File: config.mk
export PLATFORM = sky130hd
export DESIGN_NAME = instr_fetch_flat
export DESIGN_NICKNAME = d
export VERILOG_FILES = /design/src/rtl/core_pkg.sv /design/src/rtl/instr_fetch_if.sv /design/src/rtl/if_id_reg.sv /design/src/rtl/instr_fetch.sv /design/src/flat_wrapper.sv
export SDC_FILE = /design/constraint.sdc
export NUM_CORES = 1
export LEC_CHECK = 0
export CORE_ASPECT_RATIO = 1.1
export CORE_UTILIZATION = 52
export DETAILED_ROUTE_END_ITERATION = 12
export GPL_TIMING_DRIVEN = 0
export PLACE_DENSITY = 0.86
export REMOVE_ABC_BUFFERS = 1
export SLEW_MARGIN = 10
export SYNTH_ARGS = -nofsm -noshare
export SYNTH_HDL_FRONTEND = slang
export SYNTH_SLANG_ARGS = --single-unit
File: constraint.sdc
create_clock -name clk -period 4.4 [get_ports clk]
set_input_delay 0.88 -clock clk [delete_from_list [all_inputs] [get_ports clk]]
set_output_delay 0.88 -clock clk [all_outputs]
set_load 0.005 [all_outputs]
File: src/rtl/core_pkg.sv
// rtl/core_pkg.sv - shared constants and fetch state encoding for the lab core
package core_pkg;

    localparam logic [31:0] NOP_INSTR        = 32'h0000_0013;
    localparam logic [63:0] DEFAULT_RESET_PC = 64'h0;

    typedef enum logic [1:0] {
        FETCH = 2'd0,
        WAIT  = 2'd1,
        HOLD  = 2'd2,
        DROP  = 2'd3
    } fetch_state_t;

endpackage

File: src/rtl/instr_fetch_if.sv
// rtl/instr_fetch_if.sv - instruction memory read bus between fetch and imem
interface instr_fetch_if #(
    parameter int OPERAND_LENGTH = 63
) ();

    logic                    imem_req;
    logic [OPERAND_LENGTH:0] imem_addr;
    logic                    imem_rvalid;
    logic [31:0]             imem_rdata;

    modport master (
        output imem_req,
        output imem_addr,
        input  imem_rvalid,
        input  imem_rdata
    );

    modport slave (
        input  imem_req,
        input  imem_addr,
        output imem_rvalid,
        output imem_rdata
    );

endinterface

File: src/rtl/if_id_reg.sv
// rtl/if_id_reg.sv - IF/ID pipeline register with bubble and hold control
module if_id_reg
    import core_pkg::*;
#(
    parameter int          OPERAND_LENGTH = 63,
    parameter logic [31:0] BUBBLE_INSTR   = NOP_INSTR
) (
    input  logic                    clk,
    input  logic                    reset,
    input  logic                    load,
    input  logic                    bubble,
    input  logic                    hold,
    input  logic [31:0]             load_instr,
    input  logic [OPERAND_LENGTH:0] load_pc,
    output logic                    id_valid,
    output logic [31:0]             id_instruction,
    output logic [OPERAND_LENGTH:0] id_pc,
    output logic [OPERAND_LENGTH:0] id_pc_plus4
);

    localparam int            W       = OPERAND_LENGTH + 1;
    localparam logic [W-1:0]  PC_STEP = W'(4);

    // Forced bubble beats hold; with no delivery the slot empties but keeps its PC
    always_ff @(posedge clk) begin
        if (reset) begin
            id_valid       <= 1'b0;
            id_instruction <= BUBBLE_INSTR;
            id_pc          <= '0;
            id_pc_plus4    <= PC_STEP;
        end else if (bubble) begin
            id_valid       <= 1'b0;
            id_instruction <= BUBBLE_INSTR;
        end else if (hold) begin
            id_valid       <= id_valid;
        end else if (load) begin
            id_valid       <= 1'b1;
            id_instruction <= load_instr;
            id_pc          <= load_pc;
            id_pc_plus4    <= load_pc + PC_STEP;
        end else begin
            id_valid       <= 1'b0;
            id_instruction <= BUBBLE_INSTR;
        end
    end

endmodule

File: src/rtl/instr_fetch.sv
// rtl/instr_fetch.sv - single-outstanding fetch stage feeding the IF/ID register
module instr_fetch #(
    parameter int                      OPERAND_LENGTH = 63,
    parameter logic [OPERAND_LENGTH:0] RESET_PC       = (OPERAND_LENGTH + 1)'(core_pkg::DEFAULT_RESET_PC),
    parameter logic [31:0]             NOP_INSTR      = core_pkg::NOP_INSTR
) (
    input  logic                    clk,
    input  logic                    reset,
    input  logic                    stall,
    input  logic                    redirect_valid,
    input  logic [OPERAND_LENGTH:0] redirect_pc,
    instr_fetch_if.master           imem,
    output logic                    id_valid,
    output logic [31:0]             id_instruction,
    output logic [OPERAND_LENGTH:0] id_pc,
    output logic [OPERAND_LENGTH:0] id_pc_plus4
);

    localparam int           W       = OPERAND_LENGTH + 1;
    localparam logic [W-1:0] PC_STEP = W'(4);

    core_pkg::fetch_state_t state_q;
    core_pkg::fetch_state_t state_d;
    logic [W-1:0]           pc_q;
    logic [31:0]            buf_q;
    logic                   deliver;
    logic                   buf_load;
    logic [31:0]            deliver_instr;
    logic [W-1:0]           redirect_target;
    logic                   redirect_lsb_unused;

    // Targets are word aligned; the low two bits of the redirect are dropped
    assign redirect_target     = {redirect_pc[OPERAND_LENGTH:2], 2'b00};
    assign redirect_lsb_unused = |redirect_pc[1:0];

    // State register
    always_ff @(posedge clk) begin
        if (reset) begin
            state_q <= core_pkg::FETCH;
        end else begin
            state_q <= state_d;
        end
    end

    // Next state: a redirect turns any outstanding request stale
    always_comb begin
        state_d = state_q;
        case (state_q)
            core_pkg::FETCH: begin
                state_d = redirect_valid ? core_pkg::DROP : core_pkg::WAIT;
            end
            core_pkg::WAIT: begin
                if (redirect_valid) begin
                    state_d = imem.imem_rvalid ? core_pkg::FETCH : core_pkg::DROP;
                end else if (imem.imem_rvalid) begin
                    state_d = stall ? core_pkg::HOLD : core_pkg::FETCH;
                end
            end
            core_pkg::HOLD: begin
                if (redirect_valid || !stall) begin
                    state_d = core_pkg::FETCH;
                end
            end
            core_pkg::DROP: begin
                if (imem.imem_rvalid) begin
                    state_d = core_pkg::FETCH;
                end
            end
            default: state_d = core_pkg::FETCH;
        endcase
    end

    // Outputs: request in FETCH only, delivery from the bus or the buffer
    always_comb begin
        imem.imem_req  = (state_q == core_pkg::FETCH) && !reset;
        imem.imem_addr = pc_q;
        deliver        = !redirect_valid && !stall &&
                         (((state_q == core_pkg::WAIT) && imem.imem_rvalid) ||
                          (state_q == core_pkg::HOLD));
        deliver_instr  = (state_q == core_pkg::HOLD) ? buf_q : imem.imem_rdata;
        buf_load       = !redirect_valid && stall &&
                         (state_q == core_pkg::WAIT) && imem.imem_rvalid;
    end

    // PC advances on delivery, jumps on redirect; buffer catches a stalled response
    always_ff @(posedge clk) begin
        if (reset) begin
            pc_q  <= RESET_PC;
            buf_q <= '0;
        end else begin
            if (redirect_valid) begin
                pc_q <= redirect_target;
            end else if (deliver) begin
                pc_q <= pc_q + PC_STEP;
            end
            if (redirect_valid) begin
                buf_q <= '0;
            end else if (buf_load) begin
                buf_q <= imem.imem_rdata;
            end
        end
    end

    // A response with no request outstanding means the memory broke the protocol
    a_no_stray_rvalid: assert property (@(posedge clk) disable iff (reset)
        !(imem.imem_rvalid && ((state_q == core_pkg::FETCH) || (state_q == core_pkg::HOLD))));

    if_id_reg #(
        .OPERAND_LENGTH (OPERAND_LENGTH),
        .BUBBLE_INSTR   (NOP_INSTR)
    ) u_if_id_reg (
        .clk            (clk),
        .reset          (reset),
        .load           (deliver),
        .bubble         (redirect_valid),
        .hold           (stall),
        .load_instr     (deliver_instr),
        .load_pc        (pc_q),
        .id_valid       (id_valid),
        .id_instruction (id_instruction),
        .id_pc          (id_pc),
        .id_pc_plus4    (id_pc_plus4)
    );

endmodule

File: src/flat_wrapper.sv
// flat-port wrapper written by rule: the top's interface ports become plain ports
module instr_fetch_flat 
#(
    parameter int                      OPERAND_LENGTH = 63,
    parameter logic [OPERAND_LENGTH:0] RESET_PC       = (OPERAND_LENGTH + 1)'(core_pkg::DEFAULT_RESET_PC),
    parameter logic [31:0]             NOP_INSTR      = core_pkg::NOP_INSTR
)
  (clk, reset, stall, redirect_valid, redirect_pc, id_valid, id_instruction, id_pc, id_pc_plus4, imem_imem_req, imem_imem_addr, imem_imem_rvalid, imem_imem_rdata);
  instr_fetch_if #(.OPERAND_LENGTH(OPERAND_LENGTH)) imem_i ();
  input  logic clk;
  input  logic reset;
  input  logic stall;
  input  logic redirect_valid;
  input  logic [OPERAND_LENGTH:0] redirect_pc;
  output logic id_valid;
  output logic [31:0] id_instruction;
  output logic [OPERAND_LENGTH:0] id_pc;
  output logic [OPERAND_LENGTH:0] id_pc_plus4;
  output wire logic [$bits(imem_i.imem_req)-1:0] imem_imem_req;
  output wire logic [$bits(imem_i.imem_addr)-1:0] imem_imem_addr;
  input wire logic [$bits(imem_i.imem_rvalid)-1:0] imem_imem_rvalid;
  input wire logic [$bits(imem_i.imem_rdata)-1:0] imem_imem_rdata;
  assign imem_imem_req = imem_i.imem_req;
  assign imem_imem_addr = imem_i.imem_addr;
  assign imem_i.imem_rvalid = imem_imem_rvalid;
  assign imem_i.imem_rdata = imem_imem_rdata;
  instr_fetch #(.OPERAND_LENGTH(OPERAND_LENGTH), .RESET_PC(RESET_PC), .NOP_INSTR(NOP_INSTR)) u_core (.clk(clk), .reset(reset), .stall(stall), .redirect_valid(redirect_valid), .redirect_pc(redirect_pc), .imem(imem_i), .id_valid(id_valid), .id_instruction(id_instruction), .id_pc(id_pc), .id_pc_plus4(id_pc_plus4));
endmodule
==> out/metrics.yaml, run 1 <==
logic_synthesis:
  synth_commonest_cells: "nand2_1, dfxtp_1, nor2_1, a21oi_1, clkbuf_1"
  yosysSeqAreaShare_pct: 43.5
  yosys-top-cells-area: "dfxtp_1, nand2_1, a21oi_1"
  ys_types: 55
  synth-seq-cells: 253
  synth_area_per_cell_sq_um: 7.88
  syn_area_sq_um: 11700
  syn_inst: 1478
  synthArstFlopShare_pct: 0
  synth_edf_count: 0
  synth.largest_area_cell: "dfxtp_1"
  ys.flop_type: "dfxtp_1"
  yosysMostFrequentCell: "nand2_1"
  synth.top_cell.area_share_pct: 43.5
  ys_warn_count: 0
critical_path:
  worst-path-max-fanout: 38
  cp-end-kind: "register"
  start_kind: "register"
  r2r_start: "u_core.state_q[0]"
  r2r-end: "u_core.u_if_id_reg.id_pc_plus4[39]"
  crit_start: "u_core.state_q[0]"
  cp_cell_sequence: "nand2b_2 > a21o_1 > nor2_4 > buf_16 > buf_16 > buf_12 > nor2_1 > a311oi_1"
  required_ns: 4.84
  path_class: "reg -> reg"
  arrival_ns: 4.10
  crit_slowest_cell: "nor2_4"
  crit_top_cell: "buf_16"
  crit_end: "u_core.u_if_id_reg.id_pc_plus4[39]"
  r2r_cells: 8
  rrSetupSlack_ns: 0.73
  cpPeakStageDelay_ns: 0.82
cts:
  clockBufferDepth: 3
  cts_resized: 0
  cts_tree: "done"
  postCtsSetupBuffers: 0
  cts_max_level: 1
  cts_buffers: 27
  clock-sinks: 253
  cts-root-buf: "clkbuf_16"
  insertion_delay_ns: 0.54
  path_clk_slew_ns: 0.06
  cts_hold_repair.buffers: 0
die:
  core-area_sq_um: 22000
  pin_count: 327
  dieArea_sq_um: 23000
  die_h_microns: 159
  initial_core_util_pct: 52.9
  die_w_microns: 145
  rows: 57
global_route:
  grt.total_usage_pct: 32.2
  grt_pass1_vias: 11000
  antenna_found_initial: 5
  grt_pass1_wl_microns: 58700
  grt-ovfl-total: 0
  grt_max_degree: 126
detailed_routing:
  antenna_left: 0
  dr.first_iter.drc_count: 820
  wl_per_cell_microns: 18.8
  vias: 11600
  viasPerCell: 5.75
  drc: 0
  first_pass_iters: 8
  routed_wl_microns: 37900
sta:
  period_share_pct: 83.4
  hold_ws_ns: 0.454
  hold_viol: 0
  slew_viol_final: 0
  skew_ns: 0.0203
  period_needed_ns: 3.67
  rsz0062_at_grt: "false"
  fmax_mhz: 273
  setup_violations: 0
  fin_setup_tns_ns: 0
  maxSlewHeadroom_pct: 14.4
  worst_pin_slew_ns: 1.28
finish:
  nNetsFinal: 1801
  n_fill_cell: 1643
  drive_above_1_share_pct: 5.29
  area_growth_syn_to_layout_pct: 35.1
worst_hold_path:
  hold_class: "reg -> reg"
placement:
  gp_congestion: 0.861
  portBuffers: 318
  hpwlAfterDp_microns: 25100
status:
  status: "completed"
power_and_ir_drop:
  vdd_ir_drop_max_v: 0.000360
  power.leakage_nw: 5.14
  pwr_density_cell_nw_per_um2: 347
run:
  max-cap-violations: 0
[registers in the layout (all words and copies together), names as in the netlist]
| register | cells |
|---|---|
| u_core.imem.imem_addr | 62 |
| u_core.u_if_id_reg.id_pc | 62 |
| u_core.u_if_id_reg.id_pc_plus4 | 62 |
| u_core.buf_q | 32 |
| u_core.u_if_id_reg.id_instruction | 32 |
| u_core.state_q | 2 |
| u_core.u_if_id_reg.id_valid | 1 |
[report_power, final]
group / total, W / leakage [nW] / switching (W) / internal (W)
registers: 0.00251 / 2.06 / 0.000131 / 0.00238
clock network: 0.00229 / 0.449 / 0.000922 / 0.00137
logic: 0.000658 / 2.63 / 0.000315 / 0.000343
[worst min-delay path by stage]
stage                                       startpoint                            to  slack [ns]  cells past startpoint
after floorplan                        u_core.buf_q[0]               u_core.buf_q[0]        0.44                      2
after global placement    u_core.u_if_id_reg.id_pc[51]  u_core.u_if_id_reg.id_pc[51]        0.44                      2
after detailed placement  u_core.u_if_id_reg.id_pc[29]  u_core.u_if_id_reg.id_pc[29]        0.45                      2
after CTS                 u_core.u_if_id_reg.id_pc[29]  u_core.u_if_id_reg.id_pc[29]        0.45                      2
after global routing      u_core.u_if_id_reg.id_pc[30]  u_core.u_if_id_reg.id_pc[30]        0.48                      2
final                                  u_core.buf_q[4]               u_core.buf_q[4]        0.45                      2
[routing by layer]
layer	share of wire (%)	track usage [%]	wire, microns
met1	39	39.5	14600
met2	48	53.0	18000
met3	9.2	7.67	3480
met4	4.4	14.9	1680
met5	0.029	0	11
[cells by family (layout without fill, tap and decap cells)]
group,count (synthesis),in the layout,synth area share (%)
simple gates,665,665,26.0
compound gates,289,289,15.0
flops,253,253,43.5
buf+inv,149,385,6.21
xor+xnor,109,109,8.19
mux,11,11,0.945
fa+ha+maj,1,1,0.107
other cells,1,10,0.0322
[placed cells by master (no fill, tap or decap), drive strengths merged, types with 11 or more instances in the layout]
| cell | count |
|---|---|
| nor2 | 172 |
| o21ai | 15 |
| nor4 | 18 |
| clkbuf | 44 |
| or3 | 12 |
| and4 | 11 |
| xnor2 | 74 |
| nand4 | 36 |
| xor2 | 35 |
| mux2i | 11 |
| nand3 | 33 |
| nand2 | 314 |
| dfxtp | 253 |
| and3 | 14 |
| a211oi | 85 |
| clkdlybuf4s50 | 315 |
| a21oi | 168 |
| buf | 15 |
| nor3 | 39 |
| a311oi | 11 |
[stage by stage]
stage	setup slack (ns)	cell area (sq um)	power [W]	instances	util [%]
detailed placement	-0.221	14800	0.00320	1965	67.3
floorplan	-3.42	11000	0.00278	1340	-
global placement	-8.36	14500	0.00319	1953	65.9
finish	0.732	15700	0.00546	2018	71.4
global route	0.453	15700	0.00564	2018	71.4
CTS	0.250	15700	0.00548	2014	71.4
[layout make-up]
cell class	instances	area [sq um]	share of cell area, %
multi-input cells	1081	5930	37.7
flip-flops and latches	253	5060	32.2
repair buffers	330	3440	21.9
clock buffers	44	850	5.40
well taps	295	369	2.34
clock inverters	5	53.8	0.342
inverters	6	25.0	0.159
diodes	4	10.0	0.0636
[critical path: cells and delay by family, from the launching register on]
family	cells	cell delay, ns
compound gates	2	1.05
buf+inv	3	0.66
flops	1	0.36
simple gates	3	1.47
Power figures use the tool's default switching activity.
==> inputs of run 2 (changes only) <==
--- a/config.mk
+++ b/config.mk
@@ -6,10 +6,10 @@
 export NUM_CORES = 1
 export LEC_CHECK = 0
 export CORE_ASPECT_RATIO = 1.1
-export CORE_UTILIZATION = 52
+export CORE_UTILIZATION = 44
 export DETAILED_ROUTE_END_ITERATION = 12
 export GPL_TIMING_DRIVEN = 0
-export PLACE_DENSITY = 0.86
+export PLACE_DENSITY = 0.77
 export REMOVE_ABC_BUFFERS = 1
 export SLEW_MARGIN = 10
 export SYNTH_ARGS = -nofsm -noshare
==> constraint.sdc (replaced) <==
create_clock -name clk -period 2.99 [get_ports clk]
set_input_delay 0.598 -clock clk [delete_from_list [all_inputs] [get_ports clk]]
set_output_delay 0.598 -clock clk [all_outputs]
set_load 0.005 [all_outputs]
==> run 2 against run 1 <==
Sequential power is 47% higher; fmax is 31% higher; worst hold slack worse by 0.0012 ns; critical path depth is 1 lower; sequential cell count stayed put; setup slack worse by 0.54 ns; clock power is 52% higher; clock skew is 0.0035 ns lower.
==> out/metrics.yaml, run 2 (same netlist as run 1, synthesis figures left out) <==
power_and_ir_drop:
  power_w: 0.00814
  power.leakage_nw: 5.18
  vdd_ir_drop_max_v: 0.000460
  pwr_density_cell_nw_per_um2: 511
finish:
  multi_input_area_sq_um: 5970
  postLayoutCellArea_sq_um: 15900
  layout_commonest_cell: "clkdlybuf4s50_1"
  area_growth_syn_to_layout_pct: 36.7
  n_fill_cell: 2272
  fin_cells: 2082
  drive_above_1_share_pct: 5.80
  register_area_sq_um: 5060
  nNetsFinal: 1807
  final_cell_mix: "clkdlybuf4s50_1, nand2_1, dfxtp_1"
sta:
  worst_pin_slew_ns: 1.24
  hold_viol: 0
  rsz0062_at_grt: "true"
  slew_viol_final: 0
  maxSlewHeadroom_pct: 17.6
  period_share_pct: 93.5
  fmax_mhz: 358
  skew_ns: 0.0167
  setup_violations: 0
  period_needed_ns: 2.80
cts:
  cts-root-buf: "clkbuf_16"
  insertion_delay_ns: 0.54
  cts_buffers: 28
  path_clk_slew_ns: 0.06
  clockBufferDepth: 3
  clock-sinks: 253
  cts_max_level: 1
  cts_tree: "done"
  cts_hold_repair.buffers: 0
global_route:
  grt_max_degree: 115
  grt_pass1_vias: 10800
  grt-ovfl-total: 0
  grt_pass1_wl_microns: 59000
  antenna_found_initial: 5
  grt.total_usage_pct: 27.3
placement:
  place_area_sq_um: 14900
  dp_cells: 2022
  portBuffers: 318
  gp_congestion: 0.861
  hpwlAfterDp_microns: 25800
critical_path:
  crit_end: "u_core.u_if_id_reg.id_pc_plus4[62]"
  crit_start: "u_core.imem.imem_addr[2]"
  r2r_start: "u_core.imem.imem_addr[2]"
  required_ns: 3.44
  path_class: "reg -> reg"
  path_depth: 7
  r2r_cells: 7
  crit_slowest_cell: "dfxtp_1"
  cp_cell_sequence: "ha_1 > and3_1 > and3_1 > nand4_2 > nor4_1 > xnor2_1 > a211oi_1"
  cp.buffers_inverters: 0
  cp-end-kind: "register"
  crit_top_cell: "and3_1"
  arrival_ns: 3.24
  cpPeakStageDelay_ns: 0.46
  rrSetupSlack_ns: 0.19
  worst-path-max-fanout: 16
  r2r-end: "u_core.u_if_id_reg.id_pc_plus4[62]"
  cp_top_family: "simple AND/OR/NAND/NOR gates"
  start_kind: "register"
die:
  core-area_sq_um: 26100
  initial_core_util_pct: 44.7
  pin_count: 327
  rows: 62
  die_h_microns: 173
  die_w_microns: 157
  dieArea_sq_um: 27100
detailed_routing:
  routed_wl_microns: 37900
  drc: 0
  wl_per_cell_microns: 18.2
  viasPerCell: 5.48
  vias: 11400
  antenna_left: 0
  first_pass_iters: 5
  dr.first_iter.drc_count: 831
status:
  status: "completed"
worst_hold_path:
  hold_class: "reg -> reg"
run:
  max-cap-violations: 0
==> run 2: how the worst min path moves through the flow <==
stage,start,to,slack (ns),cells after the start
after floorplan,u_core.buf_q[0],u_core.buf_q[0],0.44,2
after global placement,u_core.u_if_id_reg.id_pc[54],u_core.u_if_id_reg.id_pc[54],0.44,2
after detailed placement,u_core.u_if_id_reg.id_pc[29],u_core.u_if_id_reg.id_pc[29],0.45,2
after CTS,u_core.u_if_id_reg.id_pc[29],u_core.u_if_id_reg.id_pc[29],0.45,2
after global routing,u_core.buf_q[13],u_core.buf_q[13],0.47,2
final,u_core.u_if_id_reg.id_pc[50],u_core.u_if_id_reg.id_pc[50],0.45,2
==> run 2: area by class of cell <==
cell class | instances | share of cell area (%)
Multi-Input combinational cell | 1081 | 37.5
Timing Repair Buffer | 335 | 21.8
Clock inverter | 6 | 0.377
Sequential cell | 253 | 31.8
Clock buffer | 44 | 5.48
Inverter | 6 | 0.157
Antenna cell | 5 | 0.0786
Tap cell | 352 | 2.77
==> run 2: repair_timing <==
action / in CTS / in global routing
pin swaps: 2 / 1
endpoints found under the setup margin: 184 / 79
setup buffers: 1 / 4
resized for setup: 4 / 4
==> run 2: stage by stage <==
step                      hold slack [ns]  TNS [ns]  setup slack, ns  util [%]
final                               0.452         0            0.194      61.1
after global routing                0.470  -0.00386         -0.00386      61.1
after CTS                           0.454         0          0.00107      60.8
after detailed placement            0.446    -98.77           -0.635      57.2
after global placement              0.441  -1711.02           -10.18      56.0
after floorplan                     0.437   -606.45            -4.83         -
==> run 2: report_power, final <==
part / leakage [nW] / total (W) / internal, W / switching [W]
Combinational: 2.66 / 0.000963 / 0.000508 / 0.000455
Sequential: 2.06 / 0.00369 / 0.00350 / 0.000196
Clock: 0.455 / 0.00348 / 0.00207 / 0.00141
==> run 2: per-layer routing <==
metal | routed length (microns) | GRT usage [%] | vias to the layer above | share of wire, %
met3 | 3390 | 6.89 | 67 | 8.9
met4 | 1090 | 8.78 | 0 | 2.9
met5 | 0 | 0 | - | 0
li1 | - | - | 5487 | -
met1 | 15700 | 34.9 | 5433 | 41
met2 | 17800 | 44.6 | 430 | 47
==> run 2: tightest hold or removal path, delay by kind of cell (launching register included) <==
family | cells | cell delay (ns)
flip-flops | 1 | 0.31
AO/OA/AOI/OAI | 1 | 0.05
AND/OR/NAND/NOR | 1 | 0.05
==> inputs of run 3 (changes only) <==
--- a/config.mk
+++ b/config.mk
@@ -6,10 +6,11 @@
 export NUM_CORES = 1
 export LEC_CHECK = 0
 export CORE_ASPECT_RATIO = 1.1
-export CORE_UTILIZATION = 44
+export CORE_UTILIZATION = 45
+export CTS_BUF_LIST = sky130_fd_sc_hd__clkbuf_2
 export DETAILED_ROUTE_END_ITERATION = 12
 export GPL_TIMING_DRIVEN = 0
-export PLACE_DENSITY = 0.77
+export PLACE_DENSITY = 0.79
 export REMOVE_ABC_BUFFERS = 1
 export SLEW_MARGIN = 10
 export SYNTH_ARGS = -nofsm -noshare
==> run 3 against run 2 <==
Sequential share of layout area increased by 0.59 points; global-route usage is 0.51 points higher; largest power group unchanged; first-iteration DRC count up 6.6%; register-to-register slack barely moved; critical path depth did not move; largest cell class unchanged.
==> out/metrics.yaml, run 3 (same netlist as run 1, synthesis figures left out) <==
status:
  status: "completed"
cts:
  path_clk_slew_ns: 0.09
  clock-sinks: 253
  cts_hold_repair.buffers: 0
  cts-root-buf: "clkbuf_2"
  cts_buffers: 69
  cts_tree: "done"
  cts_max_level: 3
  clockBufferDepth: 3
  insertion_delay_ns: 0.84
global_route:
  grt-ovfl-total: 0
  grt_pass1_vias: 10800
  grt_max_degree: 105
  antenna_found_initial: 4
  grt_pass1_wl_microns: 58100
  grt.total_usage_pct: 27.8
sta:
  setup_violations: 0
  period_share_pct: 93.6
  period_needed_ns: 2.80
  worst_pin_slew_ns: 1.21
  maxSlewHeadroom_pct: 19.5
  rsz0062_at_grt: "false"
  slew_viol_final: 0
  hold_viol: 0
  fmax_mhz: 357
  fin_setup_tns_ns: 0
  skew_ns: 0.0679
critical_path:
  cpPeakStageDelay_ns: 0.65
  path_class: "reg -> reg"
  arrival_ns: 3.52
  worst-path-max-fanout: 8
  rrSetupSlack_ns: 0.19
  r2r_cells: 7
  required_ns: 3.71
  r2r-end: "u_core.u_if_id_reg.id_pc_plus4[60]"
  cp-end-kind: "register"
  cp_cell_sequence: "ha_1 > and3_1 > nand3_1 > nor3_1 > nand4b_1 > xor2_1 > a211oi_1"
  crit_start: "u_core.imem.imem_addr[2]"
  crit_slowest_cell: "nor3_1"
  r2r_start: "u_core.imem.imem_addr[2]"
  start_kind: "register"
die:
  pin_count: 327
  die_w_microns: 155
  rows: 61
  dieArea_sq_um: 26500
  initial_core_util_pct: 46.0
  die_h_microns: 171
  core-area_sq_um: 25300
detailed_routing:
  antenna_left: 0
  first_pass_iters: 5
  routed_wl_microns: 37900
  drc: 0
  vias: 11600
  dr.first_iter.drc_count: 886
  wl_per_cell_microns: 17.7
  viasPerCell: 5.42
finish:
  finish.utilization_pct: 61.7
  n_fill_cell: 2224
  drive_above_1_share_pct: 9.26
  register_area_sq_um: 5060
  final_cell_mix: "clkdlybuf4s50_1, nand2_1, dfxtp_1"
  nNetsFinal: 1853
  layout_commonest_cell: "clkdlybuf4s50_1"
  area_growth_syn_to_layout_pct: 34.2
  multi_input_area_sq_um: 5970
worst_hold_path:
  hp-start: "reset"
  hold_class: "in -> reg"
  min_path_cells: 2
  hold_end: "u_core.imem.imem_addr[17]"
power_and_ir_drop:
  power.leakage_nw: 5.22
  vdd_ir_drop_max_v: 0.000292
  pwr_density_cell_nw_per_um2: 458
placement:
  gp_congestion: 0.836
  portBuffers: 318
  hpwlAfterDp_microns: 25400
run:
  max-cap-violations: 0
## run 3: cell types whose count changed in the layout (fill, tap and decap cells not counted), sizes merged, moves of 2 or more
cell	change
clkbuf	+54
diode	-2
clkinv	+6
buf	+6
inv	+2
## run 3: what timing repair did
| action | 4_1_cts | 5_1_grt |
|---|---|---|
| endpoints found under the setup margin | 128 | 25 |
| pin swaps | 2 | 1 |
| resized for setup | 5 | 2 |
| endpoints found under the hold margin | 0 | 0 |
| buffers inserted | 4 | 3 |
## run 3: worst max-delay path, delay by kind of cell, from the launching register on
family	cells	cell delay, ns
flip-flops	1	0.49
adder cells (fa/ha/maj)	1	0.28
XOR/XNOR	1	0.18
AND/OR/NAND/NOR	4	1.52
AO/OA/AOI/OAI	1	0.22
## run 3: cell type report
class                      instances  share of cell area (%)
clock buffer                      98                    3.14
tap                              346                    2.77
timing repair buffer             340                    22.5
antenna                            3                  0.0480
inverter                           6                   0.160
clock inverter                    14                   0.736
sequential                       253                    32.4
multi-input combinational       1081                    38.2
## run 3: per-layer routing
| layer | vias to the layer above | global-route usage, % | routed length (microns) |
|---|---|---|---|
| li1 | 5586 | - | - |
| met1 | 5428 | 33.7 | 15400 |
| met2 | 486 | 44.3 | 17600 |
| met3 | 96 | 8.64 | 3530 |
| met4 | 2 | 14.4 | 1340 |
| met5 | - | 0 | 17 |
## run 3: stage by stage
step	power (W)	hold slack, ns	std cells	instance area, sq um	setup slack (ns)
after floorplan	0.00409	0.437	1340	11000	-4.83
after global placement	0.00471	0.442	2004	14600	-9.81
after detailed placement	0.00472	0.446	2019	14900	-0.778
after CTS	0.00724	0.149	2135	15600	0.0601
after global routing	0.00751	0.174	2141	15600	0.00505
final	0.00716	0.191	2141	15600	0.193
## run 3: worst max-delay path by stage
stage | endpoint | slack, ns | cells after the start
after floorplan | u_core.u_if_id_reg.id_pc_plus4[2] | -4.83 | 6
after global placement | u_core.u_if_id_reg.id_pc[12] | -9.81 | 5
after detailed placement | u_core.u_if_id_reg.id_pc_plus4[63] | -0.78 | 10
after CTS | u_core.u_if_id_reg.id_pc_plus4[63] | 0.06 | 9
after global routing | u_core.u_if_id_reg.id_pc_plus4[25] | 0.005 | 5
final | u_core.u_if_id_reg.id_pc_plus4[60] | 0.19 | 7
## run 3: report_power, final
| part | internal (W) | switching [W] | total (W) |
|---|---|---|---|
| Clock | 0.00104 | 0.00147 | 0.00251 |
| Sequential | 0.00349 | 0.000194 | 0.00369 |
| Combinational | 0.000512 | 0.000455 | 0.000968 |
| Total | 0.00505 | 0.00212 | 0.00716 |
